===== src/rtl/dmem_arbiter.sv =====
// Round-robin arbiter sharing one data memory between the core (port 0) and a debug/loader master
// (port 1). Optional hold-grant lock enabled by defining DMEM_ARB_LOCK_EN.
module dmem_arbiter #(
  parameter int unsigned DATA_WIDTH = 32,
  parameter int unsigned ADDR_WIDTH = 10
) (
  input  logic                  clk,
  input  logic                  rst,
  input  logic                  req0,
  input  logic                  req1,
  input  logic                  we0,
  input  logic                  we1,
  input  logic [ADDR_WIDTH-1:0] addr0,
  input  logic [ADDR_WIDTH-1:0] addr1,
  input  logic [DATA_WIDTH-1:0] wdata0,
  input  logic [DATA_WIDTH-1:0] wdata1,
`ifdef DMEM_ARB_LOCK_EN
  input  logic                  lock0,
  input  logic                  lock1,
`endif
  output logic                  gnt0,
  output logic                  gnt1,
  output logic                  rvalid0,
  output logic                  rvalid1,
  output logic [DATA_WIDTH-1:0] rdata,
  output logic                  ctrl_mem_w,
  output logic                  ctrl_mem_r,
  output logic [ADDR_WIDTH-1:0] mem_address,
  output logic [DATA_WIDTH-1:0] mem_w_data,
  input  logic [DATA_WIDTH-1:0] mem_r_data
);

  logic                  last_q, last_d;
  logic                  rd_pend_q, rd_pend_d;
  logic                  rd_owner_q, rd_owner_d;
  logic [DATA_WIDTH-1:0] rdata_q, rdata_d;

  logic                  elig0, elig1;
  logic                  any_gnt;
  logic                  sel_we;
  logic [ADDR_WIDTH-1:0] sel_addr;
  logic [DATA_WIDTH-1:0] sel_wdata;

`ifdef DMEM_ARB_LOCK_EN
  typedef enum logic {StUnlocked, StLocked} lock_state_e;

  lock_state_e lock_state_q, lock_state_d;
  logic        lock_owner_q, lock_owner_d;
  logic        owner_req, owner_lock;

  // A locked FSM masks the non-owner out of arbitration entirely.
  always_comb begin
    elig0 = req0;
    elig1 = req1;
    if (lock_state_q == StLocked) begin
      if (lock_owner_q) begin
        elig0 = 1'b0;
      end else begin
        elig1 = 1'b0;
      end
    end
  end

  always_comb begin
    lock_state_d = lock_state_q;
    lock_owner_d = lock_owner_q;
    owner_req    = lock_owner_q ? req1 : req0;
    owner_lock   = lock_owner_q ? lock1 : lock0;
    case (lock_state_q)
      StUnlocked: begin
        if (any_gnt && (gnt1 ? lock1 : lock0)) begin
          lock_state_d = StLocked;
          lock_owner_d = gnt1;
        end
      end
      StLocked: begin
        // While locked, any grant necessarily goes to the owner.
        if (!owner_req || (any_gnt && !owner_lock)) begin
          lock_state_d = StUnlocked;
        end
      end
      default: lock_state_d = StUnlocked;
    endcase
  end

  always_ff @(posedge clk) begin
    if (rst) begin
      lock_state_q <= StUnlocked;
      lock_owner_q <= 1'b0;
    end else begin
      lock_state_q <= lock_state_d;
      lock_owner_q <= lock_owner_d;
    end
  end
`else
  always_comb begin
    elig0 = req0;
    elig1 = req1;
  end
`endif

  // On contention the port that did not win last time gets the grant.
  always_comb begin
    gnt0 = 1'b0;
    gnt1 = 1'b0;
    if (!rst) begin
      if (elig0 && elig1) begin
        gnt0 = last_q;
        gnt1 = ~last_q;
      end else begin
        gnt0 = elig0;
        gnt1 = elig1;
      end
    end
  end

  always_comb begin
    any_gnt   = gnt0 | gnt1;
    sel_we    = gnt1 ? we1 : we0;
    sel_addr  = gnt1 ? addr1 : addr0;
    sel_wdata = gnt1 ? wdata1 : wdata0;

    ctrl_mem_w  = any_gnt & sel_we;
    ctrl_mem_r  = any_gnt & ~sel_we;
    mem_address = any_gnt ? sel_addr : '0;
    mem_w_data  = any_gnt ? sel_wdata : '0;
  end

  always_comb begin
    last_d     = any_gnt ? gnt1 : last_q;
    rd_pend_d  = ctrl_mem_r;
    rd_owner_d = ctrl_mem_r ? gnt1 : rd_owner_q;
    rdata_d    = rd_pend_q ? mem_r_data : rdata_q;
  end

  // Read return is suppressed while reset is asserted, even if a read was in flight.
  always_comb begin
    rvalid0 = ~rst & rd_pend_q & ~rd_owner_q;
    rvalid1 = ~rst & rd_pend_q & rd_owner_q;
    rdata   = rst ? '0 : rdata_d;
  end

  always_ff @(posedge clk) begin
    if (rst) begin
      last_q     <= 1'b1;
      rd_pend_q  <= 1'b0;
      rd_owner_q <= 1'b0;
      rdata_q    <= '0;
    end else begin
      last_q     <= last_d;
      rd_pend_q  <= rd_pend_d;
      rd_owner_q <= rd_owner_d;
      rdata_q    <= rdata_d;
    end
  end

endmodule

===== config.mk =====
export PLATFORM = sky130hd
export DESIGN_NAME = dmem_arbiter
export DESIGN_NICKNAME = d
export VERILOG_FILES = /design/src/rtl/dmem_arbiter.sv
export SDC_FILE = /design/constraint.sdc
export NUM_CORES = 1
export LEC_CHECK = 0
export CORE_ASPECT_RATIO = 0.7
export CORE_UTILIZATION = 32
export CTS_CLUSTER_DIAMETER = 40
export DETAILED_ROUTE_END_ITERATION = 7
export PLACE_DENSITY = 0.9
export SLEW_MARGIN = 20
export SYNTH_ARGS = -nofsm -noshare
export SYNTH_HDL_FRONTEND = slang
export SYNTH_SLANG_ARGS = --single-unit

===== constraint.sdc =====
create_clock -name clk -period 3.1 [get_ports clk]
set_input_delay 0.62 -clock clk [delete_from_list [all_inputs] [get_ports clk]]
set_output_delay 0.62 -clock clk [all_outputs]
set_load 0.02 [all_outputs]

==> results of run 1 <==
==> area by class of cell <==
type,instances,area share (%)
Timing Repair Buffer,221,51.9
Clock inverter,3,0.994
Multi-Input combinational cell,211,27.5
Sequential cell,35,15.9
Tap cell,75,2.13
Clock buffer,5,1.56
==> metal layers <==
layer | GRT usage (%) | part of all wire [%] | up-vias | routed length (microns)
met5 | 0 | 0 | - | 0
met4 | 7.20 | 1.8 | 0 | 157
met3 | 7.96 | 8.6 | 14 | 739
met2 | 45.2 | 50 | 133 | 4330
met1 | 27.8 | 39 | 1270 | 3400
li1 | - | - | 1372 | -
==> worst reg2reg max path, cell delays in order (launching register included) <==
cell and delay [ps]:
dfxtp_2 610, buf_12 250, mux2i_1 210, nor2_1 70
==> power groups by stage <==
| stage | clock network [W] | registers, W | logic [W] |
|---|---|---|---|
| 6_report | 0.000402 | 0.000486 | 0.000546 |
| 5_1_grt | 0.000442 | 0.000488 | 0.000582 |
| 4_1_cts | 0.000415 | 0.000486 | 0.000549 |
| 3_5_place_dp | 0 | 0.000496 | 0.000563 |
| 3_3_place_gp | 0 | 0.000495 | 0.000552 |
| 2_1_floorplan | 0 | 0.000488 | 0.000234 |
==> through the flow <==
step | hold WS [ps] | cells | util, % | setup TNS [ps]
2_1_floorplan | 497 | 276 | - | 0
3_3_place_gp | 489 | 542 | 72.1 | -0.545
3_5_place_dp | 495 | 542 | 72.1 | -875
4_1_cts | 518 | 550 | 73.3 | 0
5_1_grt | 537 | 550 | 74.0 | 0
6_report | 518 | 550 | 74.0 | 0
==> sequential cells by signal, summed over array words and instances (netlist names) <==
signal	flops
last_q	1
rdata_q	32
rd_owner_q	1
rd_pend_q	1
==> cell families after synthesis <==
group | count (synthesis)
compound gates | 90
buf+inv | 30
flops | 35
mux | 32
simple gates | 89
==> final timing paths <==
path / from / cells past startpoint / to / slack [ps]
max: req0 / 6 / mem_w_data[10] / 180
min: rdata_q[6] / 2 / rdata_q[6] / 520
max reg2reg: rd_pend_q / 3 / rdata_q[18] / 1840
min reg2reg: rdata_q[6] / 2 / rdata_q[6] / 520
==> what timing repair did <==
action | CTS | global route
hold buffers | 0 | 0
gates resized for setup | 29 | 15
setup endpoints to repair | 29 | 15
==> layout by cell type, fill, tap and decap left out <==
cell type	n
nor3_1	1
a22oi_1	1
nand2_1	1
and2b_1	1
and2_1	1
nor3b_1	2
o21bai_1	2
o21ai_1	5
o21bai_2	1
nor2b_1	2
buf_4	10
a21oi_1	43
o21ai_0	38
dfxtp_1	34
clkbuf_8	5
and3b_1	3
nand3_1	43
clkinv_2	1
mux2i_1	32
dlymetal6s2s_1	15
dfxtp_2	1
buf_12	10
clkinv_4	1
nor2_1	34
clkdlybuf4s50_1	157
nand2b_1	1
bufinv_16	1
dlygate4sd2_1	29
==> summary.txt, run 1 <==
Logic synthesis
  – Most used DFF post-synth: dfxtp_1
  – Synth Area in Adders: 0%
  – Mux cell area share after synthesis: 15.6%
  – Post-synthesis net count: 398
  – Synth Area in Simple Gates: 20.7%
  – Synth area leader: dfxtp_1
  – Async S/R FF share, synth: 0%
  – Register area share after synthesis: 34.2%
  – Cells after Synth: 276
  – Ranking of synthesized cells by area: dfxtp_1 (34%), mux2i_1 (16%), a21oi_1 (10%)
  – Compound-Gate Fraction of Synth Area: 22.6%
  – Syn_area_per_cell: 7.43 sq um
  – Post-synth EDFFs: 0
  – Post-synth cell types: 22
  – Post-synthesis xor/xnor area fraction: 0%
  – YS warnings: 0
  – Yosys top cell area share: 34.2%
  – Largest family of logic cells by synthesized area: compound AO/OA/AOI/OAI gates
  – Commonest cells in the synthesized netlist: a21oi_1 (43), nand3_1 (43), o21ai_0 (38), dfxtp_1 (35), nor2_1 (34)
  – Number of synthesized register bits: 35
  – Synth Cell Area: 0.00205 sq mm

Worst setup path
  – Critical path class: input pin to primary output
  – CP Data Arrival Time: 2300 ps
  – CP Data Required Time: 2480 ps
  – Crit-path slowest cell: clkdlybuf4s50_1
  – Critical Path Sink Type: primary output
  – Nature of the critical path startpoint: input pin
  – CP top delay family: buffers and inverters
  – Max incr delay on CP: 550 ps
  – Worst Path Buf+Inv: 3
  – Maximum fanout along the worst path: 16
  – Critical path, cell by cell: clkdlybuf4s50_1 -> and2_1 -> buf_4 -> o21ai_0 -> a21oi_1 -> dlygate4sd2_1

Timing
  – RSZ-0062 raised after global routing: no
  – Final Setup Violations: 0
  – Worst Clk Skew: 5.13 ps
  – Worst-Margin Slew: 446 ps
  – Period utilization: 94.2%
  – Post-layout min period: 2920 ps
  – Max_slew headroom: 70.3%
  – Post-route setup slack: 178 ps
  – Fin. max-slew vios: 0
  – Fmax achieved: 0.342 GHz
  – Endpoints failing hold: 0

Layout
  – Filler instances: 450
  – Synthesis-to-layout area growth: 115%
  – Nets: 596
  – Share of cells above drive strength 1: 6.32%
  – Final instance area: 0.00441 sq mm
  – Area of the multi-input gates: 0.00121 sq mm
  – Register Area: 702 sq um
  – ANT cells: 0

Placement
  – Placed cell areas: 0.00429 sq mm
  – GP Congestion: 0.781
  – Port buffer count: 201
  – Post-DP HPWL: 6510 microns
  – Dpl ws: -93.1 ps

Clock network
  – CTS tree: built
  – Clock sinks: 35
  – Worst skew pair latency: 280 ps
  – Worst-path clk slew: 70 ps
  – TritonCTS Buffers: 5
  – Clock Path Buffers: 2
  – Setup bufs post-CTS: 0
  – CTS Root Cell: clkbuf_8
  – # H-tree levels: 2

Worst hold path
  – Worst hold path type: register to register

Power and ir drop
  – PD cells: 325 mW/mm^2
  – Clk pwr share: 28.0%
  – Sw Ratio: 29.2%
  – Pint: 0.00102 W
  – Combinational Power Share: 38.1%
  – Worst VDD drop: 0.293 mV
  – Sequential cell fraction of total power: 33.9%
  – P_sw: 0.000418 W
  – Tot Pwr: 0.00143 W
  – Pleak: 1.94 nW

GRT
  – First-pass GRT wire length: 13100 microns
  – Total track usage: 24.5%
  – Pin count of the biggest net entering global routing: 29
  – Vias in the first global route: 2722
  – Total grt overflow: 0
  – Initial antenna violation count: 0

Die
  – Starting Density: 34.4%
  – Die width: 97.7 microns
  – Die height: 69.0 microns
  – # IOs: 202
  – Rows: 23
  – Core region area: 0.00596 sq mm
  – Die area: 0.00674 sq mm

Detailed routing
  – Avg WL per Cell: 15.7 microns
  – Initial DRC Count: 114
  – Vias: 2789
  – Final WL: 8620 microns
  – Vias per cell: 5.07
  – DR pass1 iterations: 7
  – DRC viols: 22
  – Final ANT Viol Nets: 0

Outcome
  – Status: finished, violations left
  – Failing checks: DRC

Run
  – Max-Cap Viols: 0
Power figures use the tool's default switching activity.
==> inputs of run 2 (changes only) <==
REMOVE_ABC_BUFFERS = 1   (was default)
==> summary.txt, run 2 (synthesis gave the netlist of run 1 again) <==
Timing
  – Hold_ws: 516 ps
  – Period utilization: 97.7%
  – Fmax achieved: 0.330 GHz
  – Post-layout min period: 3030 ps
  – Worst Clk Skew: 7.58 ps
  – Max_slew headroom: 74.4%
  – Fin. max-slew vios: 0
  – Worst-Margin Slew: 383 ps
  – RSZ-0062 raised after global routing: no
  – Endpoints failing hold: 0
  – Final Setup Violations: 0

Layout
  – Non-filler cells, final: 539
  – Synthesis-to-layout area growth: 109%
  – Most frequent cells in the layout: clkdlybuf4s50_1 (158), nand3_1 (43), a21oi_1 (43)
  – ANT cells: 0
  – Share of cells above drive strength 1: 4.09%
  – Nets: 587
  – Most common cell after layout, fill and taps aside: clkdlybuf4s50_1
  – Reg with most FFs: rdata_q
  – Number of flip-flops in the largest register: 32
  – Filler instances: 473

Detailed routing
  – DRC viols: 14
  – Initial DRC Count: 111
  – Final WL: 8850 microns
  – Vias: 2762
  – Avg WL per Cell: 16.4 microns
  – Vias per cell: 5.12
  – DR pass1 iterations: 6
  – Final ANT Viol Nets: 0

Worst setup path
  – Reg2reg path depth: 3
  – Critical path class: input pin to primary output
  – Max incr delay on CP: 610 ps
  – Most frequent CP cell: clkdlybuf4s50_1
  – CP top delay family: buffers and inverters
  – Worst Path Buf+Inv: 3
  – R2r startpoint: rd_pend_q
  – Reg2reg end: rdata_q[5]
  – Critical path launch point: rst
  – Critical Path Sink Type: primary output
  – Maximum fanout along the worst path: 4
  – Critical path, cell by cell: clkdlybuf4s50_1 -> and2b_1 -> buf_4 -> nand3_1 -> and3b_1 -> clkdlybuf4s50_1
  – CP Data Arrival Time: 2410 ps
  – Reg2Reg Setup Slack: 1970 ps
  – Nature of the critical path startpoint: input pin
  – CP Data Required Time: 2480 ps
  – Crit-path slowest cell: clkdlybuf4s50_1

GRT
  – Initial antenna violation count: 0
  – First-pass GRT wire length: 12700 microns
  – Total track usage: 23.9%
  – Vias in the first global route: 2590
  – Pin count of the biggest net entering global routing: 44
  – Total grt overflow: 0

Power and ir drop
  – Sw Ratio: 30.6%
  – PD cells: 307 mW/mm^2
  – Pint: 0.000914 W
  – Worst VDD drop: 0.239 mV
  – Sequential cell fraction of total power: 36.6%
  – Clk pwr share: 22.8%
  – Combinational Power Share: 40.6%
  – P_sw: 0.000403 W
  – Pleak: 1.96 nW

Placement
  – Placed Instances: 533
  – GP Congestion: 0.788
  – Post-DP HPWL: 6530 microns
  – Port buffer count: 201

Die
  – Die area: 0.00674 sq mm
  – Starting Density: 34.4%
  – Die height: 69.0 microns
  – Core region area: 0.00596 sq mm
  – Die width: 97.7 microns
  – Rows: 23
  – # IOs: 202

Clock network
  – Clock Path Buffers: 2
  – Clock sinks: 35
  – Setup bufs post-CTS: 0
  – Worst-path clk slew: 70 ps
  – CTS Hold Bufs: 0
  – Worst skew pair latency: 280 ps
  – CTS tree: built
  – # H-tree levels: 2
  – Post_cts resized: 20
  – CTS Root Cell: clkbuf_8
  – TritonCTS Buffers: 5

Outcome
  – Status: finished, violations left
  – Failing checks: DRC

Worst hold path
  – Hold path depth: 2
  – Worst hold start: rdata_q[4]
  – Worst hold path type: register to register
  – Hold Path Sink: rdata_q[4]

Run
  – Max-Cap Viols: 0
## run 2: worst max-delay path by stage
stage                     end  cells past startpoint  slack (ps)
3_5_place_dp   mem_w_data[31]                      6        -120
6_report           ctrl_mem_r                      6          70
5_1_grt            ctrl_mem_r                      6           4
3_3_place_gp   mem_w_data[31]                      6         -90
4_1_cts        mem_w_data[13]                      6           1
2_1_floorplan      ctrl_mem_w                      3         440
## run 2: cell type report
| class | instances | area (sq um) | share of cell area [%] |
|---|---|---|---|
| clock buffer | 6 | 72.6 | 1.69 |
| sequential | 35 | 702 | 16.4 |
| tap | 75 | 93.8 | 2.19 |
| timing repair buffer | 212 | 2210 | 51.5 |
| multi-input combinational | 211 | 1210 | 28.3 |
## run 2: stage by stage
| stage | TNS, ps | utilization, % | total power, W | area (sq um) | worst slack [ps] |
|---|---|---|---|---|---|
| after floorplan | 0 | - | 0.000702 | 1910 | 436 |
| after global placement | -93.7 | 70.1 | 0.00103 | 4180 | -88.6 |
| after detailed placement | -527 | 70.1 | 0.00104 | 4180 | -121 |
| after CTS | 0 | 71.0 | 0.00133 | 4230 | 1.16 |
| after global routing | 0 | 72.0 | 0.00138 | 4290 | 4.31 |
| final | 0 | 72.0 | 0.00132 | 4290 | 71.1 |
## run 2: worst min-delay path, delay by kind of cell, from the launching register on
kind | cells | cell delay [ps]
DFF | 1 | 310
muxes | 1 | 60
and+or+nand+nor | 1 | 110
## run 2: power by group through the flow
stage / sequential (W) / combinational (W) / clock [W]
after CTS: 0.000482 / 0.000538 / 0.000307
after floorplan: 0.000498 / 0.000204 / 0
after global routing: 0.000484 / 0.000568 / 0.000330
after detailed placement: 0.000493 / 0.000545 / 0
final: 0.000482 / 0.000535 / 0.000300
after global placement: 0.000491 / 0.000536 / 0
## run 2: per-layer routing
| layer | share of wire, % | wire length, microns | track usage, % |
|---|---|---|---|
| met5 | 0 | 0 | 0 |
| met1 | 42 | 3680 | 29.7 |
| met2 | 50 | 4420 | 42.5 |
| met4 | 2.6 | 227 | 8.71 |
| met3 | 6.0 | 532 | 4.13 |
